File: src/rtl/multi_cycle_control_pkg.sv
// Shared definitions for the multi-cycle controller: state, error and instruction-kind encodings,
// MIPS opcode/funct values and datapath select values.
package multi_cycle_control_pkg;

  typedef enum logic [2:0] {
    S_IDLE   = 3'd0,
    S_FETCH  = 3'd1,
    S_DECODE = 3'd2,
    S_EXEC   = 3'd3,
    S_MEM    = 3'd4,
    S_WB     = 3'd5,
    S_ERR    = 3'd6
  } state_t;

  typedef enum logic [1:0] {
    ERR_NONE       = 2'b00,
    ERR_ILLEGAL    = 2'b01,
    ERR_IM_TIMEOUT = 2'b10,
    ERR_DM_TIMEOUT = 2'b11
  } err_t;

  typedef enum logic [3:0] {
    K_NOP     = 4'd0,
    K_ADDU    = 4'd1,
    K_SUBU    = 4'd2,
    K_LUI     = 4'd3,
    K_ORI     = 4'd4,
    K_LW      = 4'd5,
    K_SW      = 4'd6,
    K_BEQ     = 4'd7,
    K_ILLEGAL = 4'd8
  } kind_t;

  localparam logic [5:0] OP_RTYPE   = 6'h00;
  localparam logic [5:0] OP_LUI     = 6'h0F;
  localparam logic [5:0] OP_ORI     = 6'h0D;
  localparam logic [5:0] OP_LW      = 6'h23;
  localparam logic [5:0] OP_SW      = 6'h2B;
  localparam logic [5:0] OP_BEQ     = 6'h04;
  localparam logic [5:0] FUNCT_ADDU = 6'h21;
  localparam logic [5:0] FUNCT_SUBU = 6'h23;

  localparam logic [1:0] ALU_ADD = 2'b00;
  localparam logic [1:0] ALU_SUB = 2'b01;
  localparam logic [1:0] ALU_OR  = 2'b10;

  localparam logic [1:0] EXT_UNSIGNED = 2'b00;
  localparam logic [1:0] EXT_SIGNED   = 2'b01;
  localparam logic [1:0] EXT_PAD      = 2'b10;

  localparam logic [1:0] NPC_DISABLED = 2'b00;
  localparam logic [1:0] NPC_BEQ      = 2'b01;

  typedef struct packed {
    logic       rfWriteAddr;
    logic       rfWriteData;
    logic       aluNum2;
    logic [1:0] aluOp;
    logic [1:0] extMode;
  } sel_t;

  function automatic logic [5:0] getOp(input logic [31:0] instr);
    return instr[31:26];
  endfunction

  function automatic logic [5:0] getFunct(input logic [31:0] instr);
    return instr[5:0];
  endfunction

endpackage

File: src/rtl/multi_cycle_control_instr_decoder.sv
// Combinational instruction classifier: maps an instruction word to its kind and the
// datapath mux/op selects that kind needs while it executes.
module multi_cycle_control_instr_decoder
  import multi_cycle_control_pkg::*;
(
  input  logic [31:0] i_instr,
  output kind_t       o_kind,
  output sel_t        o_sel
);

  always_comb begin
    o_kind = K_ILLEGAL;
    o_sel  = '0;
    case (getOp(i_instr))
      OP_RTYPE: begin
        // The all-zero word is the canonical nop; other R-type words need a supported funct
        if (i_instr == 32'h0000_0000) begin
          o_kind = K_NOP;
        end else if (getFunct(i_instr) == FUNCT_ADDU) begin
          o_kind            = K_ADDU;
          o_sel.rfWriteAddr = 1'b1;
          o_sel.aluOp       = ALU_ADD;
        end else if (getFunct(i_instr) == FUNCT_SUBU) begin
          o_kind            = K_SUBU;
          o_sel.rfWriteAddr = 1'b1;
          o_sel.aluOp       = ALU_SUB;
        end
      end
      OP_LUI: begin
        o_kind        = K_LUI;
        o_sel.aluNum2 = 1'b1;
        o_sel.extMode = EXT_PAD;
        o_sel.aluOp   = ALU_OR;
      end
      OP_ORI: begin
        o_kind        = K_ORI;
        o_sel.aluNum2 = 1'b1;
        o_sel.extMode = EXT_UNSIGNED;
        o_sel.aluOp   = ALU_OR;
      end
      OP_LW: begin
        o_kind            = K_LW;
        o_sel.aluNum2     = 1'b1;
        o_sel.extMode     = EXT_SIGNED;
        o_sel.aluOp       = ALU_ADD;
        o_sel.rfWriteData = 1'b1;
      end
      OP_SW: begin
        o_kind        = K_SW;
        o_sel.aluNum2 = 1'b1;
        o_sel.extMode = EXT_SIGNED;
        o_sel.aluOp   = ALU_ADD;
      end
      OP_BEQ: begin
        o_kind = K_BEQ;
      end
      default: ;
    endcase
  end

endmodule

File: src/rtl/multi_cycle_control.sv
// Multi-cycle Moore controller sequencing the PC/IM/RF/ALU/EXT/DM/NPC datapath with IM/DM handshakes.
// Optional perf counters are enabled by defining MULTI_CYCLE_CONTROL_PERF_CNT_EN.
module multi_cycle_control
  import multi_cycle_control_pkg::*;
#(
  parameter int unsigned TIMEOUT_CYCLES = 255
)(
  input  logic        clk,
  input  logic        reset_n,
  input  logic [31:0] ir_instr,
  input  logic        alu_zero,
  input  logic        im_ack,
  input  logic        dm_ack,
  output logic        im_req,
  output logic        dm_req,
  output logic        cw_ir_enable,
  output logic        cw_pc_enable,
  output logic        cw_rf_write_enable,
  output logic        cw_dm_write_enable,
  output logic        cm_rf_write_addr,
  output logic        cm_rf_write_data,
  output logic        cm_alu_num2,
  output logic [1:0]  cw_alu_op,
  output logic [1:0]  cw_ext_mode,
  output logic [1:0]  cw_npc_jump_mode,
  output logic        halted,
  output logic [1:0]  err_code,
  output logic [2:0]  state_o
`ifdef MULTI_CYCLE_CONTROL_PERF_CNT_EN
  ,
  output logic [31:0] perf_cycles,
  output logic [31:0] perf_retired
`endif
);

  localparam logic [31:0] LP_WAIT_LAST = (TIMEOUT_CYCLES == 0) ? 32'd0 : 32'(TIMEOUT_CYCLES - 1);

  state_t      r_state;
  state_t      w_nextState;
  err_t        r_errCode;
  err_t        w_nextErr;
  kind_t       r_kind;
  kind_t       w_kind;
  sel_t        r_sel;
  sel_t        w_sel;
  logic [31:0] r_waitCnt;
  logic        w_waitExpired;
  logic        w_unused;

  // alu_zero is observation-only: the NPC resolves beq on its own
  assign w_unused = alu_zero;

  multi_cycle_control_instr_decoder u_decoder (
    .i_instr (ir_instr),
    .o_kind  (w_kind),
    .o_sel   (w_sel)
  );

  assign w_waitExpired = (TIMEOUT_CYCLES != 0) && (r_waitCnt == LP_WAIT_LAST);

  always_ff @(posedge clk or negedge reset_n) begin
    if (!reset_n) begin
      r_state   <= S_IDLE;
      r_errCode <= ERR_NONE;
      r_kind    <= K_NOP;
      r_sel     <= '0;
      r_waitCnt <= '0;
    end else begin
      r_state   <= w_nextState;
      r_errCode <= w_nextErr;
      if (r_state == S_DECODE) begin
        r_kind <= w_kind;
        r_sel  <= w_sel;
      end
      // Any state change restarts the wait count, so FETCH/MEM always start counting from zero
      if (w_nextState != r_state) begin
        r_waitCnt <= '0;
      end else if (r_state == S_FETCH || r_state == S_MEM) begin
        r_waitCnt <= r_waitCnt + 32'd1;
      end
    end
  end

  always_comb begin
    w_nextState        = r_state;
    w_nextErr          = r_errCode;
    im_req             = 1'b0;
    dm_req             = 1'b0;
    cw_ir_enable       = 1'b0;
    cw_pc_enable       = 1'b0;
    cw_rf_write_enable = 1'b0;
    cw_dm_write_enable = 1'b0;
    cm_rf_write_addr   = 1'b0;
    cm_rf_write_data   = 1'b0;
    cm_alu_num2        = 1'b0;
    cw_alu_op          = ALU_ADD;
    cw_ext_mode        = EXT_UNSIGNED;
    cw_npc_jump_mode   = NPC_DISABLED;

    if (r_state inside {S_EXEC, S_MEM, S_WB}) begin
      cm_rf_write_addr = r_sel.rfWriteAddr;
      cm_rf_write_data = r_sel.rfWriteData;
      cm_alu_num2      = r_sel.aluNum2;
      cw_alu_op        = r_sel.aluOp;
      cw_ext_mode      = r_sel.extMode;
    end

    case (r_state)
      S_IDLE: w_nextState = S_FETCH;
      S_FETCH: begin
        im_req       = 1'b1;
        cw_ir_enable = im_ack;
        // An ack in the same cycle as the timeout still wins
        if (im_ack) begin
          w_nextState = S_DECODE;
        end else if (w_waitExpired) begin
          w_nextState = S_ERR;
          w_nextErr   = ERR_IM_TIMEOUT;
        end
      end
      S_DECODE: begin
        case (w_kind)
          K_ILLEGAL: begin
            w_nextState = S_ERR;
            w_nextErr   = ERR_ILLEGAL;
          end
          K_NOP: begin
            cw_pc_enable = 1'b1;
            w_nextState  = S_FETCH;
          end
          default: w_nextState = S_EXEC;
        endcase
      end
      S_EXEC: begin
        case (r_kind)
          K_LW, K_SW: w_nextState = S_MEM;
          K_BEQ: begin
            cw_npc_jump_mode = NPC_BEQ;
            cw_pc_enable     = 1'b1;
            w_nextState      = S_FETCH;
          end
          default: w_nextState = S_WB;
        endcase
      end
      S_MEM: begin
        dm_req             = 1'b1;
        cw_dm_write_enable = (r_kind == K_SW);
        if (dm_ack) begin
          if (r_kind == K_LW) begin
            w_nextState = S_WB;
          end else begin
            cw_pc_enable = 1'b1;
            w_nextState  = S_FETCH;
          end
        end else if (w_waitExpired) begin
          w_nextState = S_ERR;
          w_nextErr   = ERR_DM_TIMEOUT;
        end
      end
      S_WB: begin
        cw_rf_write_enable = 1'b1;
        cw_pc_enable       = 1'b1;
        w_nextState        = S_FETCH;
      end
      S_ERR: w_nextState = S_ERR;
      default: w_nextState = S_IDLE;
    endcase
  end

  assign halted   = (r_state == S_ERR);
  assign err_code = r_errCode;
  assign state_o  = r_state;

`ifdef MULTI_CYCLE_CONTROL_PERF_CNT_EN
  logic [31:0] r_perfCycles;
  logic [31:0] r_perfRetired;

  always_ff @(posedge clk or negedge reset_n) begin
    if (!reset_n) begin
      r_perfCycles  <= '0;
      r_perfRetired <= '0;
    end else begin
      if (r_state != S_ERR) begin
        r_perfCycles <= r_perfCycles + 32'd1;
      end
      if (cw_pc_enable) begin
        r_perfRetired <= r_perfRetired + 32'd1;
      end
    end
  end

  assign perf_cycles  = r_perfCycles;
  assign perf_retired = r_perfRetired;
`endif

endmodule

File: config.mk
export PLATFORM = sky130hd
export DESIGN_NAME = multi_cycle_control
export DESIGN_NICKNAME = d
export VERILOG_FILES = /design/src/rtl/multi_cycle_control_pkg.sv /design/src/rtl/multi_cycle_control_instr_decoder.sv /design/src/rtl/multi_cycle_control.sv
export SDC_FILE = /design/constraint.sdc
export NUM_CORES = 1
export LEC_CHECK = 0
export ABC_CLOCK_PERIOD_IN_PS = 3210
export CAP_MARGIN = 20
export CORE_UTILIZATION = 53
export CTS_BUF_LIST = sky130_fd_sc_hd__clkbuf_2 sky130_fd_sc_hd__clkbuf_4 sky130_fd_sc_hd__clkbuf_8
export DETAILED_ROUTE_END_ITERATION = 10
export PLACE_DENSITY = 0.9
export SLEW_MARGIN = 25
export SYNTH_ARGS = -nofsm -noshare
export SYNTH_HDL_FRONTEND = slang
export SYNTH_SLANG_ARGS = --single-unit
File: constraint.sdc
create_clock -name clk -period 3.21 [get_ports clk]
set_input_delay 0.642 -clock clk [delete_from_list [all_inputs] [get_ports clk]]
set_output_delay 0.642 -clock clk [all_outputs]
set_load 0.02 [all_outputs]
==> out/results.ini, run 1 <==
[timing]
setup_slack_ns=0.1333
rsz0062_at_grt=false
fin_crit_ns=3.077
worst_clock_skew_ns=0.008285
finalCritPeriodShare_pct=95.85
relSlewSlack_pct=49.91
hold_viol_final=0
setup_tns_ns=0
final-setup-viol-count=0
holdWs_ns=0.3820
slew_violations=0
worst-slew-pin-transition_ns=0.7409
max_freq_ghz=0.3250

[logic_synthesis]
synthXorXnorAreaFrac_pct=10.27
synth_top_family_by_area=simple AND/OR/NAND/NOR gates
synth_area_leaders=dfrtp_1, nand2_1, xnor2_1
synth_top_area_share_pct=40.23
yosys_warnings=0
yosys-top-cells-count=nand2_1, nor2_1, dfrtp_1
syn-cell-area_sq_um=2985
yosysSeqAreaShare_pct=40.23
synth_compound_area_share_pct=9.765
synth_edf_count=0
ys.flop_type=dfrtp_1
yosysMostFrequentCell=nand2_1
synth_adder_area_share_pct=0.8382
syn_area_per_cell_sq_um=8.457
syn_nets=392
synth_cell_types=53
yosys.area.top_type=dfrtp_1
synthArstFlopShare_pct=100.0
netlist_instances=353
synthMuxAreaShare_pct=0
synthSimpleGateAreaFrac_pct=34.66
ys_ff_latch=48

[power]
combinationalPowerShare_pct=47.5
ir_drop_v=0.0004261
internal-power_mw=1.295
p_sw_uw=951.8
p_sw_share_pct=42.37
leakage_nw=1.585
p_seq_share_pct=35.6
p_total_mw=2.246
clock_power_share_pct=16.9
power_density_nw_per_um2=596.3

[cells_and_area]
stdcell_area_sq_um=3767
final_nets=461
area_growth_pct=26.19
layout-drive-gt1-share_pct=10.90
utilization_pct=71.49
multi_input_area_sq_um=1662
antenna_cells=0
num-fill-cells=407
register_area_sq_um=1202
instances_no_fill=492

[worst_setup_path]
crit_cells=5
end_kind=output port
critPathLaunchType=register
crit_chain=nand2b_1 -> or2_2 -> nand2_1 -> and2_1 -> clkdlybuf4s50_1
r2r-end=r_waitCnt[31]$_DFFE_PN0P_
crit_end=cw_alu_op[0]
crit_start=state_o[2]$_DFF_PN0_
required_ns=2.57
crit_family=simple AND/OR/NAND/NOR gates
ff2ff_path_depth=8
cp.buffers_inverters=1
r2r-start=state_o[0]$_DFF_PN0_
critPathSlowestCell=clkdlybuf4s50_1
arrival_ns=2.43
worstSetupPathType=reg2out
max_stage_delay_ns=0.63
cp_max_fo=13
worst-r2r-setup-slack_ns=0.66

[run]
maxCapViolations=0

[placed_design]
portBuffers=55
hpwl_um=5437
gp_congestion=0.9137
place_ws_ns=-0.1253
place_area_sq_um=3676
dp_cells=485

[grt]
grt_pass1_vias=2808
grt_util_all_layers_pct=27.00
grt_first_pass_wirelength_um=12810
grt_max_degree=33
antenna_found_initial=0
grt.overflow.total=0

[clocking]
post_cts_buffers=0
cts_tree=built
ctsHoldBuffers=0
clkLatencyLatePin_ns=0.31
cts_buffer_depth=2
cts.sinks=48
htreeDepth=2
cts-buffers-inserted=5
path_clk_slew_ns=0.09
cts_root_buffer=clkbuf_8

[floorplanning]
start_util_pct=56.65
core.rowCount=26
core_area_sq_um=5270
die_y_um=77.05
die-width_um=77.05
die-area_sq_um=5937
ios=58

[detailed_routing]
dr.pass1.iters=4
wl_per_cell_um=15.01
antenna_left=0
wirelength_um=7383
drc=0
via_per_inst=5.685
vias=2797
drt-initial-drc-count=202

[min_path]
hold_path.class=in2async

[run_status]
status=complete, no violations

## placed cells by master, fill, tap and decap left out, types with 2 or more instances in the layout
master and instances:
a21oi_1 5, a2bb2oi_1 2, a31oi_1 4, and2_1 7, and3_1 7, and4_1 2
buf_4 21, clkbuf_8 6, clkdlybuf4s50_1 53, dfrtp_1 47, ha_1 2, inv_1 5
nand2_1 65, nand2b_1 5, nand3_1 16, nand4_1 10, nand4b_1 2, nor2_1 51
nor2_2 5, nor2b_1 3, nor3_1 6, nor4_1 11, nor4b_1 3, o21a_1 3
o21ai_0 9, o31a_1 2, o31ai_1 5, or2_2 2, or3_1 3, xnor2_1 23
xor2_1 12
## what timing repair did
| action | in CTS | in global routing |
|---|---|---|
| pin swaps | 0 | 0 |
| setup endpoints to repair | 1 | 1 |
| resized for setup | 1 | 1 |
## power groups by stage
stage | logic, mW | registers, mW | clock network (mW)
after floorplan | 0.774 | 0.789 | 0
after global placement | 1.03 | 0.801 | 0
after detailed placement | 1.06 | 0.807 | 0
after CTS | 1.06 | 0.796 | 0.382
after global routing | 1.16 | 0.812 | 0.400
final | 1.07 | 0.799 | 0.379
## layer usage
layer  GRT usage (%)  routed length [um]  part of all wire (%)  vias up
met2           45.36                3691                    50       78
met4           8.302                 115                   1.6        0
met1           36.27                3287                    45     1351
met3           3.571                 288                   3.9       14
li1                -                   -                     -     1354
met5               0                   0                     0        -
## registers in the layout (all words and copies together), names as in the netlist
register / flops
state_o: 3
r_waitCnt: 32
r_kind: 4
err_code: 2
r_sel: 7
## kinds of logic (layout without fill, tap and decap cells)
family | count (synthesis) | in the layout
xor+xnor | 35 | 35
simple gates | 207 | 207
fa+ha+maj | 2 | 2
compound gates | 40 | 40
flops | 48 | 48
buf+inv | 20 | 89
other cells | 1 | 1
## cell type report
class / instances / area share, %
clock buffer: 6 / 2.192
clock inverter: 1 / 0.2325
inverter: 6 / 0.5978
multi-input combinational: 285 / 44.10
sequential: 48 / 31.92
tap: 70 / 2.325
timing repair buffer: 76 / 18.63
## worst min-delay path by stage
stage | end | slack (ns) | depth (start not counted)
after detailed placement | r_sel[2]$_DFFE_PN0P_ | 0.46 | 2
after global routing | r_sel[6]$_DFFE_PN0P_ | 0.44 | 1
after floorplan | err_code[0]$_DFFE_PN0P_ | 0.35 | 0
after global placement | r_sel[5]$_DFFE_PN0P_ | 0.45 | 2
final | err_code[1]$_DFFE_PN0P_ | 0.38 | 1
after CTS | r_sel[2]$_DFFE_PN0P_ | 0.40 | 1
Note: power is estimated with default switching activity, not from simulation.
==> inputs of run 2 (changes only) <==
--- a/config.mk
+++ b/config.mk
@@ -5,6 +5,7 @@
 export SDC_FILE = /design/constraint.sdc
 export NUM_CORES = 1
 export LEC_CHECK = 0
+export ABC_AREA = 1
 export ABC_CLOCK_PERIOD_IN_PS = 3210
 export CAP_MARGIN = 20
 export CORE_UTILIZATION = 53
==> run 2 against run 1 <==
Net effect: cell count is 19% higher; global-route usage fell by 2.7 points; count of clock-buffer cells in the layout is 1 lower; critical path type unchanged.
==> out/results.ini, run 2 <==
[detailed_routing]
drt-initial-drc-count=193  ; was 202
wirelength_um=7131  ; was 7383 um
vias=3033  ; was 2797
dr.pass1.iters=4  ; unchanged
drc=0  ; unchanged
antenna_left=0  ; unchanged
wl_per_cell_um=12.21  ; was 15.01 um
via_per_inst=5.193  ; was 5.685

[clocking]
path_clk_slew_ns=0.09  ; about the same
ctsHoldBuffers=0  ; unchanged
cts.sinks=48  ; unchanged
cts-buffers-inserted=5  ; unchanged
htreeDepth=2  ; unchanged
clkLatencyLatePin_ns=0.31  ; about the same
cts_tree=built  ; unchanged
cts_root_buffer=clkbuf_8  ; unchanged
cts_buffer_depth=2  ; unchanged

[cells_and_area]
num-fill-cells=444  ; was 407
final_nets=550  ; was 461
largest_reg_flops=32  ; unchanged
area_growth_pct=23.95  ; was 26.19%
max_flop_register=r_waitCnt  ; unchanged
antenna_cells=0  ; unchanged
final_common_cell=nand2_1  ; unchanged
stdcell_area_sq_um=3944  ; was 3767 sq um
layout-drive-gt1-share_pct=13.28  ; was 10.90%
layout_common_cells=nand2_1, nor2_1, inv_1, clkdlybuf4s50_1, dfrtp_1  ; was nand2_1, clkdlybuf4s50_1, nor2_1, dfrtp_1, xnor2_1
reg_top3=r_waitCnt: 32 flops, r_sel: 7 flops, r_kind: 4 flops  ; unchanged

[power]
p_sw_mw=1.047  ; was 951.8 uW
p_sw_share_pct=44.76  ; was 42.37%
internal-power_mw=1.292  ; was 1.295 mW
leakage_nw=1.746  ; was 1.585 nW
ir_drop_v=0.0004174  ; was 0.0004261 V
clock_power_share_pct=19.2  ; was 16.9%
p_seq_share_pct=33.3  ; was 35.6%
combinationalPowerShare_pct=47.5  ; about the same
power_density_nw_per_um2=593.2  ; was 596.3 nW/um^2

[min_path]
hold_path.class=in2async  ; unchanged

[timing]
relSlewSlack_pct=62.07  ; was 49.91%
slew_violations=0  ; unchanged
final-setup-viol-count=0  ; unchanged
finalCritPeriodShare_pct=90.38  ; was 95.85%
setup_tns_ns=0  ; unchanged
rsz0062_at_grt=false  ; unchanged
max_freq_ghz=0.3447  ; was 0.3250 GHz
worst_clock_skew_ns=0.006677  ; was 0.008285 ns
worst-slew-pin-transition_ns=0.5689  ; was 0.7409 ns
hold_viol_final=0  ; unchanged
fin_crit_ns=2.901  ; was 3.077 ns

[logic_synthesis]
netlist_instances=449  ; was 353
syn_nets=488  ; was 392
synth_area_leaders=dfrtp_1, nand2_1, nor2_1  ; was dfrtp_1, nand2_1, xnor2_1
synth_edf_count=0  ; unchanged
yosys.area.top_type=dfrtp_1  ; unchanged
ys.flop_type=dfrtp_1  ; unchanged
synth_cell_types=32  ; was 53
syn-cell-area_sq_um=3182  ; was 2985 sq um
syn_area_per_cell_sq_um=7.086  ; was 8.457 sq um
synthArstFlopShare_pct=100.0  ; unchanged
yosysMostFrequentCell=nand2_1  ; unchanged
ys_ff_latch=48  ; unchanged
yosys-top-cells-count=nand2_1, nor2_1, inv_1  ; was nand2_1, nor2_1, dfrtp_1
yosys_warnings=0  ; unchanged
yosysSeqAreaShare_pct=37.75  ; was 40.23%
synth_top_area_share_pct=37.75  ; was 40.23%

[worst_setup_path]
r2r-end=r_waitCnt[24]$_DFFE_PN0P_  ; was r_waitCnt[31]$_DFFE_PN0P_
arrival_ns=2.26  ; was 2.43 ns
end_kind=output port  ; unchanged
worst-r2r-setup-slack_ns=0.99  ; was 0.66 ns
worstSetupPathType=reg2out  ; unchanged
r2r-start=state_o[0]$_DFF_PN0_  ; unchanged
critPathLaunchType=register  ; unchanged
ff2ff_path_depth=7  ; was 8
required_ns=2.57  ; about the same
cp_max_fo=8  ; was 13

[grt]
busiest_layer=met2  ; unchanged
grt_util_all_layers_pct=24.27  ; was 27.00%
met3_usage_pct=5.257  ; was 3.571%
grt_max_degree=49  ; was 33
grt_pass1_vias=2952  ; was 2808
antenna_found_initial=0  ; unchanged
grt.overflow.total=0  ; unchanged
met2_usage_pct=44.53  ; was 45.36%
grt_use_met1_pct=27.18  ; was 36.27%
grt_first_pass_wirelength_um=12160  ; was 12810 um

[placed_design]
gp_congestion=0.8726  ; was 0.9137
portBuffers=55  ; unchanged
place_area_sq_um=3819  ; was 3676 sq um
hpwl_um=5397  ; was 5437 um

[floorplanning]
start_util_pct=56.40  ; was 56.65%
die-area_sq_um=6317  ; was 5937 sq um
die_y_um=79.48  ; was 77.05 um
ios=58  ; unchanged
core.rowCount=27  ; was 26
core_area_sq_um=5642  ; was 5270 sq um
die-width_um=79.48  ; was 77.05 um

[run]
maxCapViolations=0  ; unchanged

[run_status]
status=complete, no violations  ; unchanged

## run 2: cell count changes after synthesis, sizes merged, moves of 7 or more
cell	delta
and2	-7
nand2	+41
o21ai	+11
and3	-7
xor2	+11
inv	+58
nor3	+7
nand3	+10
nor4	-7
nor2	+48
xnor2	-21
## run 2: power groups by stage
| stage | registers [mW] | clock network [mW] | logic, mW |
|---|---|---|---|
| 2_1_floorplan | 0.790 | 0 | 0.818 |
| 3_3_place_gp | 0.783 | 0 | 1.08 |
| 5_1_grt | 0.788 | 0.482 | 1.22 |
| 6_report | 0.778 | 0.449 | 1.11 |
| 3_5_place_dp | 0.788 | 0 | 1.10 |
| 4_1_cts | 0.778 | 0.455 | 1.11 |
## run 2: logic make-up after synthesis
kind of cell               share of synthesized area (%)
and+or+nand+nor                                    39.68
DFF                                                37.75
AOI/OAI and AO/OA                                  5.270
adders and majority gates                         0.7863
buffers and inverters                              9.516
xor gates and xnor gates                           6.882
other                                             0.1179
## run 2: metal layers
metal / vias up / wire length (um)
met5: - / 0
met2: 92 / 3671
met3: 11 / 375
met4: 0 / 116
li1: 1534 / -
met1: 1396 / 2968
## run 2: worst max-delay path by stage
stage,endpoint,startpoint,slack (ns)
after floorplan,cw_pc_enable,state_o[2]$_DFF_PN0_,0.56
after global placement,cw_pc_enable,ir_instr[28],0.06
after detailed placement,cw_pc_enable,ir_instr[27],0.07
after CTS,cw_pc_enable,ir_instr[27],0.04
after global routing,cm_rf_write_addr,state_o[0]$_DFF_PN0_,0.11
final,cm_rf_write_data,state_o[0]$_DFF_PN0_,0.31
## run 2: through the flow
step / total power [mW] / setup WS [ns] / util (%) / hold slack (ns) / cells
finish: 2.339 / 0.3088 / 69.90 / 0.3156 / 584
global route: 2.487 / 0.1145 / 69.90 / 0.3679 / 584
CTS: 2.343 / 0.04487 / 69.73 / 0.5195 / 584
detailed placement: 1.893 / 0.07146 / 67.69 / 0.4955 / 576
global placement: 1.863 / 0.05888 / 67.69 / 0.4821 / 576
floorplan: 1.608 / 0.5558 / - / 0.3464 / 449
## run 2: cell type report
class / count / area, sq um / share of cell area (%)
clock buffers: 5 / 68.82 / 1.745
flip-flops and latches: 48 / 1201 / 30.46
repair buffers: 64 / 618.1 / 15.67
well taps: 72 / 90.09 / 2.284
inverters: 63 / 236.5 / 5.996
multi-input cells: 329 / 1683 / 42.67
clock inverters: 3 / 46.29 / 1.174
## run 2: repair_timing
item | CTS | global route
setup endpoints to repair | 0 | 8
gates resized for setup | 0 | 2
setup buffers | 0 | 0
## run 2: critical path: stages (launching register included)
cell             delay [ns]
dfrtp_1                0.51
inv_1                  0.16
nand3_2                0.14
inv_2                  0.09
nor3_2                 0.40
nor2_1                 0.08
clkdlybuf4s50_1        0.55
==> inputs of run 3 (changes only) <==
--- a/config.mk
+++ b/config.mk
@@ -6,8 +6,9 @@
 export NUM_CORES = 1
 export LEC_CHECK = 0
 export ABC_AREA = 1
-export ABC_CLOCK_PERIOD_IN_PS = 3210
+export ABC_CLOCK_PERIOD_IN_PS = 3350
 export CAP_MARGIN = 20
+export CORE_MARGIN = 1
 export CORE_UTILIZATION = 53
 export CTS_BUF_LIST = sky130_fd_sc_hd__clkbuf_2 sky130_fd_sc_hd__clkbuf_4 sky130_fd_sc_hd__clkbuf_8
 export DETAILED_ROUTE_END_ITERATION = 10
==> constraint.sdc (replaced) <==
create_clock -name clk -period 3.35 [get_ports clk]
set_input_delay 0.67 -clock clk [delete_from_list [all_inputs] [get_ports clk]]
set_output_delay 0.67 -clock clk [all_outputs]
set_load 0.02 [all_outputs]
==> run 3 against run 2 <==
Net effect: via count is 0.82% higher; cell count is 0.51% lower; clock power is 5.1% lower; routed wire length is 3.9% higher; sequential share of layout area is 0.20 points higher; register-to-register slack better by 0.13 ns; clock skew is 0.0066 ns higher; largest cell class unchanged; combinational power hardly changed; cell area is 0.67% lower; critical path type unchanged.
==> out/results.ini, run 3 (synthesized netlist as in run 2, its figures left out) <==
[grt]
grt_first_pass_wirelength_um=12730  ; was 12160 um
grt.overflow.total=0  ; unchanged
grt_pass1_vias=2977  ; was 2952
antenna_found_initial=0  ; unchanged
grt_max_degree=49  ; unchanged
grt_util_all_layers_pct=25.45  ; was 24.27%

[worst_setup_path]
cp_max_fo=8  ; unchanged
end_kind=output port  ; unchanged
critPathLaunchType=register  ; unchanged
arrival_ns=2.20  ; was 2.26 ns
r2r-start=state_o[2]$_DFF_PN0_  ; was state_o[0]$_DFF_PN0_
worst-r2r-setup-slack_ns=1.12  ; was 0.99 ns
ff2ff_path_depth=7  ; unchanged
r2r-end=r_waitCnt[24]$_DFFE_PN0P_  ; unchanged
required_ns=2.68  ; was 2.57 ns
worstSetupPathType=reg2out  ; unchanged

[placed_design]
place_ws_ns=0.1108  ; was 0.07146 ns
hpwl_um=5450  ; was 5397 um
portBuffers=55  ; unchanged
gp_congestion=0.8783  ; was 0.8726

[floorplanning]
core.rowCount=27  ; unchanged
ios=58  ; unchanged
die_y_um=79.48  ; unchanged
die-area_sq_um=6317  ; unchanged
core_area_sq_um=5642  ; unchanged
start_util_pct=56.40  ; unchanged
die-width_um=79.48  ; unchanged

[cells_and_area]
area_growth_pct=23.12  ; was 23.95%
register_area_sq_um=1201  ; unchanged
max_flop_register=r_waitCnt  ; unchanged
layout-drive-gt1-share_pct=12.77  ; was 13.28%
final_common_cell=nand2_1  ; unchanged
reg_top3=r_waitCnt: 32 flops, r_sel: 7 flops, r_kind: 4 flops  ; unchanged
num-fill-cells=453  ; was 444
multi_input_area_sq_um=1683  ; unchanged
largest_reg_flops=32  ; unchanged
layout_common_cells=nand2_1, nor2_1, inv_1, clkdlybuf4s50_1, dfrtp_1  ; unchanged
final_nets=547  ; was 550
antenna_cells=0  ; unchanged

[timing]
hold_viol_final=0  ; unchanged
worst-slew-pin-transition_ns=0.5833  ; was 0.5689 ns
worst_clock_skew_ns=0.01331  ; was 0.006677 ns
max_freq_ghz=0.3479
slew_violations=0  ; unchanged
fin_crit_ns=2.875
setup_slack_ns=0.4754  ; was 0.3088 ns
final-setup-viol-count=0  ; unchanged
relSlewSlack_pct=61.11  ; was 62.07%
setup_tns_ns=0  ; unchanged
rsz0062_at_grt=false  ; unchanged
finalCritPeriodShare_pct=85.81

[clocking]
cts_root_buffer=clkbuf_8  ; unchanged
ctsHoldBuffers=0  ; unchanged
clkLatencyLatePin_ns=0.31  ; about the same
cts-buffers-inserted=5  ; unchanged
htreeDepth=2  ; unchanged
path_clk_slew_ns=0.10  ; was 0.09 ns
post_cts_buffers=0  ; unchanged
cts_buffer_depth=2  ; unchanged
cts_tree=built  ; unchanged
cts.sinks=48  ; unchanged

[detailed_routing]
wl_per_cell_um=12.75  ; was 12.21 um
dr.pass1.iters=5  ; was 4
drt-initial-drc-count=187  ; was 193
vias=3058  ; was 3033
wirelength_um=7408  ; was 7131 um
antenna_left=0  ; unchanged
drc=0  ; unchanged
via_per_inst=5.263  ; was 5.193

[power]
leakage_nw=1.731  ; was 1.746 nW
power_density_nw_per_um2=573.0  ; was 593.2 nW/um^2
ir_drop_v=0.0004843  ; was 0.0004174 V

[run_status]
status=complete, no violations  ; unchanged

[min_path]
hold_path.class=in2async  ; unchanged

[run]
maxCapViolations=0  ; unchanged

[run 3: cell types whose count changed in the layout (fill, tap and decap cells not counted)]
cell / change
inv_6: -1
buf_4: -3
clkinv_2: +1
[run 3: how the worst max path moves through the flow]
| stage | start | end | slack [ns] | depth (start not counted) |
|---|---|---|---|---|
| global route | state_o[0]$_DFF_PN0_ | cw_alu_op[1] | 0.26 | 6 |
| global placement | ir_instr[26] | cw_pc_enable | 0.1 | 7 |
| finish | state_o[0]$_DFF_PN0_ | cw_alu_op[1] | 0.48 | 6 |
| CTS | ir_instr[26] | cw_pc_enable | 0.07 | 7 |
| floorplan | state_o[2]$_DFF_PN0_ | cw_pc_enable | 0.67 | 5 |
| detailed placement | ir_instr[26] | cw_pc_enable | 0.11 | 7 |
[run 3: cell type report]
class,instances,area share [%]
well taps,72,2.300
repair buffers,61,15.20
clock inverters,3,1.086
multi-input cells,329,42.96
clock buffers,5,1.757
inverters,63,6.036
flip-flops and latches,48,30.66
[run 3: critical path, stage by stage, from the launching register on]
cell             delay, ns
dfrtp_1               0.48
inv_1                 0.15
nand3_2               0.14
inv_2                 0.09
nor3_2                0.39
nor2_1                0.09
clkdlybuf4s50_1       0.56
[run 3: through the flow]
step / instance area, sq um / instances / hold slack (ns) / power, mW / util (%)
detailed placement: 3796 / 573 / 0.4863 / 1.810 / 67.29
floorplan: 3182 / 449 / 0.3744 / 1.540 / -
global placement: 3796 / 573 / 0.4819 / 1.785 / 67.29
finish: 3918 / 581 / 0.3437 / 2.245 / 69.44
CTS: 3908 / 581 / 0.5082 / 2.242 / 69.26
global route: 3918 / 581 / 0.4001 / 2.394 / 69.44
[run 3: per-layer routing]
layer | routed length [um] | global-route usage (%)
met4 | 150 | 8.909
met3 | 500 | 6.171
met1 | 2916 | 28.95
met5 | 0 | 0
met2 | 3840 | 45.90
[run 3: power by group]
| group | total, mW | internal [mW] | switching (mW) |
|---|---|---|---|
| Combinational | 1.08 | 0.342 | 0.735 |
| Sequential | 0.741 | 0.670 | 0.0708 |
| Clock | 0.426 | 0.221 | 0.205 |
| Total | 2.24 | 1.23 | 1.01 |
[run 3: timing repair]
action                                 CTS  global route
resized for setup                        0             2
setup endpoints to repair                0             5
endpoints found under the hold margin    0             0
